--- config.mk ---
export PLATFORM = sky130hd
export DESIGN_NAME = psum_drain
export DESIGN_NICKNAME = d
export VERILOG_FILES = /design/src/rtl/psum_drain.sv
export SDC_FILE = /design/constraint.sdc
export NUM_CORES = 1
export LEC_CHECK = 0
export BUFFER_PORTS_ARGS = -buffer_cell sky130_fd_sc_hd__buf_2
export CAP_MARGIN = 25
export CELL_PAD_IN_SITES_DETAIL_PLACEMENT = 1
export CELL_PAD_IN_SITES_GLOBAL_PLACEMENT = 2
export CORE_UTILIZATION = 27
export CTS_CLUSTER_SIZE = 12
export DETAILED_ROUTE_END_ITERATION = 16
export PLACE_DENSITY = 0.66
export REMOVE_ABC_BUFFERS = 1
export SYNTH_ARGS = -nofsm -noshare
export SYNTH_HDL_FRONTEND = slang
export SYNTH_SLANG_ARGS = --single-unit
export TNS_END_PERCENT = 10
--- constraint.sdc ---
create_clock -name clk -period 7.35 [get_ports clk]
set_input_delay 1.47 -clock clk [delete_from_list [all_inputs] [get_ports clk]]
set_output_delay 1.47 -clock clk [all_outputs]
set_load 0.02 [all_outputs]
--- src/rtl/psum_drain.sv ---
// psum_drain
//   Collects one 36-bit partial-sum accumulator per PE column when that
//   column's done flag rises. Once every column has been captured, it drains
//   the columns in index order as rounded, saturated fix_8_8 words over a
//   valid/ready stream.
//
// Ports
//   clk          : clock; all state updates on the rising edge
//   rst          : asynchronous active-high reset
//   sum_in       : N x 36-bit accumulators, column c at [36c+35:36c]
//                  (unsigned, 16 fractional bits)
//   calc_done_in : per-column done flags; a 0->1 transition requests capture
//   out_data     : converted fix_8_8 word
//   out_index    : column number of out_data
//   out_valid    : out_data/out_index/out_sat are valid
//   out_ready    : consumer accepts on out_valid & out_ready
//   out_sat      : out_data was clamped to 16'hFFFF
//   busy         : state is COLLECT or DRAIN
//   overrun      : sticky; a done edge arrived while draining and was dropped
module psum_drain #(
  parameter int N = 4,
  localparam int IW = (N > 1) ? $clog2(N) : 1
) (
  input  logic            clk,
  input  logic            rst,
  input  logic [36*N-1:0] sum_in,
  input  logic [N-1:0]    calc_done_in,
  output logic [15:0]     out_data,
  output logic [IW-1:0]   out_index,
  output logic            out_valid,
  input  logic            out_ready,
  output logic            out_sat,
  output logic            busy,
  output logic            overrun
);

  typedef enum logic [1:0] {IDLE, COLLECT, DRAIN} state_t;

  state_t        r_state;
  logic [N-1:0]  r_done_q;
  logic [N-1:0]  r_captured;
  logic [35:0]   r_buf [N];
  logic [15:0]   r_out_data;
  logic [IW-1:0] r_out_index;
  logic          r_out_valid;
  logic          r_out_sat;
  logic          r_overrun;

  logic [N-1:0]  w_rise;
  logic [N-1:0]  w_cap;
  logic [N-1:0]  w_cap_next;
  logic          w_all;
  logic          w_hs;
  logic          w_last;
  logic [IW-1:0] w_next_idx;
  logic [35:0]   w_first_slot;
  logic [35:0]   w_conv_in;
  logic [36:0]   w_rnd;
  logic          w_conv_sat;
  logic [15:0]   w_conv_data;

  assign w_rise     = calc_done_in & ~r_done_q;
  // Edges are only honoured outside DRAIN and only for columns not yet held.
  assign w_cap      = (r_state != DRAIN) ? (w_rise & ~r_captured) : '0;
  assign w_cap_next = r_captured | w_cap;
  assign w_all      = &w_cap_next;
  assign w_hs       = r_out_valid & out_ready;
  assign w_last     = (r_out_index == IW'(N - 1));
  assign w_next_idx = r_out_index + 1'b1;

  // Slot 0 may be captured on the very edge that enters DRAIN, so the first
  // word is converted from the incoming value rather than the stale buffer.
  assign w_first_slot = w_cap[0] ? sum_in[35:0] : r_buf[0];
  assign w_conv_in    = (r_state == DRAIN) ? r_buf[w_next_idx] : w_first_slot;

  // (s + 0x80) >> 8 equals s[35:8] + s[7]; anything above 16 bits saturates,
  // which covers both nonzero s[35:24] and a rounding carry-out.
  always_comb begin
    w_rnd       = ({1'b0, w_conv_in} + 37'd128) >> 8;
    w_conv_sat  = (w_rnd > 37'h0_0000_FFFF);
    w_conv_data = w_conv_sat ? '1 : w_rnd[15:0];
  end

  // Slot storage is not reset; contents are meaningless until recaptured.
  always_ff @(posedge clk) begin
    for (int unsigned c = 0; c < N; c++) begin
      if (w_cap[c]) r_buf[c] <= sum_in[36*c +: 36];
    end
  end

  always_ff @(posedge clk or posedge rst) begin
    if (rst) begin
      r_state     <= IDLE;
      r_done_q    <= '0;
      r_captured  <= '0;
      r_out_data  <= '0;
      r_out_index <= '0;
      r_out_valid <= 1'b0;
      r_out_sat   <= 1'b0;
      r_overrun   <= 1'b0;
    end else begin
      r_done_q <= calc_done_in;
      case (r_state)
        IDLE, COLLECT: begin
          r_captured <= w_cap_next;
          if (w_all) begin
            r_state     <= DRAIN;
            r_out_valid <= 1'b1;
            r_out_index <= '0;
            r_out_data  <= w_conv_data;
            r_out_sat   <= w_conv_sat;
          end else if (|w_cap_next) begin
            r_state <= COLLECT;
          end
        end
        DRAIN: begin
          if (|w_rise) r_overrun <= 1'b1;
          if (w_hs) begin
            if (w_last) begin
              r_out_valid <= 1'b0;
              r_captured  <= '0;
              r_state     <= IDLE;
            end else begin
              r_out_index <= w_next_idx;
              r_out_data  <= w_conv_data;
              r_out_sat   <= w_conv_sat;
            end
          end
        end
        default: r_state <= IDLE;
      endcase
    end
  end

  assign out_data  = r_out_data;
  assign out_index = r_out_index;
  assign out_valid = r_out_valid;
  assign out_sat   = r_out_sat;
  assign overrun   = r_overrun;
  assign busy      = (r_state != IDLE);

endmodule
======== Word-level counts from Yosys, hierarchy flattened ========
Memories as Yosys holds them, arrays and structs flattened.
Index checks and enable logic that the tools add are counted.
cells by class
  add/subtract/negate cells ............... 2
  eq/ne operators ......................... 9
  bitwise operators ....................... 6
  $lt $le $gt $ge ......................... 1
  reduce and logical (&&, ||, !) cells .... 12
  mux-type cells .......................... 36
operators by type and width
  kind                                                                                number
  36-bit 2-to-1 mux                                                                   2
  16-bit 2-to-1 mux                                                                   4
  36-bit by 8-bit adder with 37-bit output (second input constant)                    1
  16-bit case mux with 2 select lines                                                 1
  29-bit by 16-bit greater-than comparator with 1-bit output (second input constant)  1
  1-bit 2-to-1 mux                                                                    14
  2-bit 2-to-1 mux                                                                    7
  4-bit 2-to-1 mux                                                                    3
  4-bit AND reduction                                                                 3
  2-bit != test (second input constant)                                               5
  4-bit bitwise AND                                                                   2
  4-bit inverter                                                                      2
  2-bit case mux with 2 select lines                                                  2
  4-bit case mux with 2 select lines                                                  1
  4-bit OR reduction                                                                  2
  3-bit AND reduction                                                                 2
  2-bit equality test (second input constant)                                         2
  4-bit bitwise OR                                                                    1
  1-bit case mux with 2 select lines                                                  2
  2-bit nonzero test                                                                  2
  3-bit != test (second input constant)                                               1
  2-bit by 1-bit adder with 2-bit output (second input constant)                      1
  2-bit by 1-bit equality test with 1-bit output (second input constant)              1
  2-bit zero test                                                                     1
  other kinds (3)                                                                     3
word-level totals
  memory bits (writable) .................. 144
  word-level logic and storage cells ...... 75
  register bits after elaboration ......... 31
  output and inout port bits .............. 22
  memories ................................ 1
  input bits .............................. 151
memories
  memory  depth  bits a word  rd ports  clocked after memory_dff  wr ports  line  text
  r_buf   4      36           2         0                         4         42    logic [35:0] r_buf [N];

======== Depth between registers and ports, before layout ========
  depth after elaboration ................. 12
  depth in mapped cells ................... 16
  depth with buffers taken out ............ 11

======== Worst setup path before layout ========
Ideal clock, no wire load.
  kind .................................... input-to-reg
  from .................................... in calc_done_in[0]
  to ...................................... reg r_out_data[13], in the netlist out_data[13]
  stages on the path ...................... 11
  path buffers ............................ 2
  setup time .............................. 0.135 ns
  required time ........................... 7.215 ns
  path slack .............................. 3.031 ns
  arrival ................................. 4.184 ns
  cell sequence ........................... nor3b_2 -> buf_6 -> mux2i_1 -> o31ai_2 -> nand3_2 -> or3_1 -> nor4_1 -> mux2_2 -> nor4_4 -> buf_6 -> a31oi_2
between the ends
  cells in the longest elaborated chain, start to end .. 11
  elaborated cells between the ends (all ways) .. 16
  classes of those cells .................. add/sub: 1; order compare: 1; eq/ne: 1; mux: 8; bitwise: 3; reduce/logical: 2
RTL lines
  item                                                        line  text
  from (decl)                                                 27    input logic [N-1:0] calc_done_in,
  4-bit bitwise AND *                                         62    assign w_rise = calc_done_in & ~r_done_q;
  4-bit bitwise AND *                                         64    assign w_cap = (r_state != DRAIN) ? (w_rise & ~r_captured) : '0;
  4-bit 2-to-1 mux *                                          64
  36-bit 2-to-1 mux                                           73    assign w_first_slot = w_cap[0] ? sum_in[35:0] : r_buf[0];
  36-bit 2-to-1 mux                                           74    assign w_conv_in = (r_state == DRAIN) ? r_buf[w_next_idx] : w_first_slot;
  36-bit by 8-bit adder with 37-bit output                    79    w_rnd = ({1'b0, w_conv_in} + 37'd128) >> 8;
  29-bit by 16-bit greater-than comparator with 1-bit output  80    w_conv_sat = (w_rnd > 37'h0_0000_FFFF);
  16-bit 2-to-1 mux                                           81    w_conv_data = w_conv_sat ? '1 : w_rnd[15:0];
  16-bit 2-to-1 mux                                           119   if (w_last) begin
  16-bit 2-to-1 mux                                           118   if (w_hs) begin
  16-bit case mux with 2 select lines                         103   case (r_state)
  to (signal assigned)                                        110   r_out_data <= w_conv_data;
  to (signal assigned)                                        125   r_out_data <= w_conv_data;
  to (decl)                                                   43    logic [15:0] r_out_data;
Every way passes the cells marked *; elsewhere a longest branch is shown, timed or not. The select of a mux whose other input is x is not followed.
A chain may end at the register's enable or synchronous reset.

======== Final worst setup path ========
  from .................................... in calc_done_in[0]
  to ...................................... reg r_out_data[14], in the netlist out_data[14]
Same word-level chain as after synthesis.

==> flow_summary.toml <==
[timing]
fin_crit_sh = 0.649
hold_viol = 0
relSlewSlack = 0.465
finClkSkew_ns = 0.00897
fmax_mhz = 209
final.setup.tns_ns = 0
min_period_ns = 4.77
drv_slew = 0
setup_viol = 0
rsz0062_at_grt = "false"
tightest_slew_ns = 0.803
fin_hold_ws_ns = 0.501

[critical_path]
worstSetupStartpointType = "primary input"
cp_num_buf_inv = 3
end_kind = "flop"
cp_slowest_cell = "a221oi_1"
crit_family = "simple AND/OR/NAND/NOR gates"
cp.arrival_ns = 5.06
slowest_delay_ns = 0.59
cp_common_cell = "buf_4"
worstSetupPathType = "in -> reg"
crit_path_cell_trace = "buf_2 -> nor3b_4 -> buf_4 -> mux2i_1 -> a221oi_1 -> nand2_1 -> or3_1 -> nor4_1 -> mux2_2 -> nor4_4 -> buf_4 -> a31oi_2"
crit_required_ns = 7.63
cp_max_fo = 35

[synth]
ys_seq_area_frac = 0.560
postSynthCellCount = 539
yosys_warnings = 0
synth_top_area_share = 0.368
synthDistinctLibCells = 66
syn-cell-area_mm2 = 0.00709
ys_top_cells_by_area = "edfxtp_1 (37%), dfrtp_1 (11%), dfxtp_1 (8.2%)"
synth_edf_count = 87
synth-main-ff-cell = "edfxtp_1"
yosysTopAreaCell = "edfxtp_1"
synth.avg_cell_area_um2 = 13.2
async_reset_ff_frac = 0.211
ys_ff_latch = 147

[hold_path]
min_path_type = "reg -> reg"

[die]
row_count = 58
fp.coreArea_mm2 = 0.0255
die_area_mm2 = 0.0269
start_util = 0.278
fp.dieW_um = 164
fp.dieH_um = 164
ioPinCount = 173

[drt]
antenna_left = 0
vias = 4910
wl_per_cell_um = 19.3
drcViolationCount = 0
firstDrtPassIters = 4
drt-total-wl_um = 19800
dr.first_iter.drc_count = 184
via_per_inst = 4.78

[power]
vdd_drop_max_uv = 207
power_uw = 3600
switching_share = 0.382
share_comb_of_total_power = 0.426
p_sw_uw = 1370
leakage_uw = 0.00314
p_seq_frac = 0.308
power_density_mw_per_mm2 = 407
p_clk_frac = 0.267
p_int_uw = 2220

[clock_tree]
ctsResizeCount = 0
clockBufferDepth = 2
cts_num_sinks = 147
clk-insertion-delay-late_ns = 0.42
hold_buffers = 0
clk_pin_slew_worst_paths_ns = 0.06
numCtsBuffers = 17
h-tree-depth = 4
postCtsSetupBuffers = 0
cts_root_buf = "clkbuf_16"
cts_tree = "built"

[outcome]
outcome = "completed"

[placed_design]
io_buffer_count = 144
dpl.cell_count = 992
gp_congestion = 0.778
dp.final_hpwl_um = 14300

[run]
max_cap_viol_count = 0

[finish]
insertedDiodeCount = 0
final_layout_size_suffix_gt1_frac = 0.402
fin_cells = 1027
syn2layout_area_growth_pct = 24.6
final_cell_mix = "buf_2 (144), edfxtp_1 (87), nand2_1 (46), nor2_1 (42), a21oi_1 (34)"
post-route-util = 0.347
fin_nets = 837
final_common_cell = "buf_2"

[grt]
first_global_vias = 5497
grt_use_total = 0.154
grt-ovfl-total = 0
grt_max_degree = 40
grt_pass1_wl_um = 30600
antenna_found_initial = 0
## cells in the mapped netlist (9+ instances only)
cell / count
clkbuf_1: 10
dfrtp_1: 31
nand2_1: 46
xor2_1: 10
nand3_1: 25
edfxtp_1: 87
mux2i_1: 24
mux4_2: 20
a31oi_1: 21
a31oi_2: 9
nor2b_1: 11
nor2_1: 46
a21oi_1: 34
dfxtp_1: 29
mux2_2: 30
xnor2_1: 9
## worst paths after layout
check	from	depth (start not counted)	slack [ns]	to
min in group asynchronous	rst	3	1.13	r_done_q[3]
setup / recovery	calc_done_in[0]	12	2.58	out_data[14]
setup reg to reg	out_index[0]	11	2.67	out_data[14]
max in group asynchronous	rst	3	5.89	out_index[0]
hold / removal	overrun	1	0.50	overrun
hold reg to reg	overrun	1	0.50	overrun
## registers in the layout, summed over array words and instances (netlist names)
| register | flops |
|---|---|
| out_data | 16 |
| out_index | 2 |
| out_sat | 1 |
| out_valid | 1 |
| overrun | 1 |
| r_buf | 116 |
| r_captured | 4 |
| r_done_q | 4 |
| r_state | 2 |
## layer usage
metal | vias up | share of wire | track usage
met5 | - | 0 | 0
met4 | 0 | 0.011 | 0.0522
met3 | 14 | 0.039 | 0.0323
met2 | 108 | 0.51 | 0.267
met1 | 2445 | 0.44 | 0.189
li1 | 2343 | - | -
## power groups by stage
stage                     clock network (µW)  logic, µW  registers (µW)
after global routing                    1020       1690            1120
after CTS                                993       1560            1110
after floorplan                            0       1090            1130
final                                    959       1530            1110
after detailed placement                   0       1550            1120
after global placement                     0       1510            1110
## worst reg2reg max path: cells and delay by family (launching register included)
kind	cells	cell delay (ns)
and+or+nand+nor	4	1.23
adders and majority gates	1	0.84
buffers and inverters	2	0.80
AOI/OAI and AO/OA	2	0.76
muxes	2	0.58
DFF	1	0.34
## per-stage QoR
stage / area, µm² / worst slack [ns]
final: 8830 / 2.58
after floorplan: 6850 / 1.40
after global placement: 8070 / 2.17
after detailed placement: 8120 / 1.91
after CTS: 8760 / 2.37
after global routing: 8830 / 2.23
## logic make-up (layout without fill, tap and decap cells)
group,Yosys count,after routing,share of synthesized area
compound gates,96,96,0.101
fa+ha+maj,2,2,0.00353
buf+inv,34,192,0.0371
flops,147,147,0.560
mux,77,77,0.155
xor+xnor,19,19,0.0235
simple gates,164,164,0.120
## area by class of cell
type	count	area, µm²
clock inverter	13	206
inverter	5	18.8
timing repair buffer	155	891
clock buffer	19	433
multi-input combinational	358	2900
tap	330	413
fill	2751	16600
sequential	147	3970
Note: power is estimated with default switching activity, not from simulation.
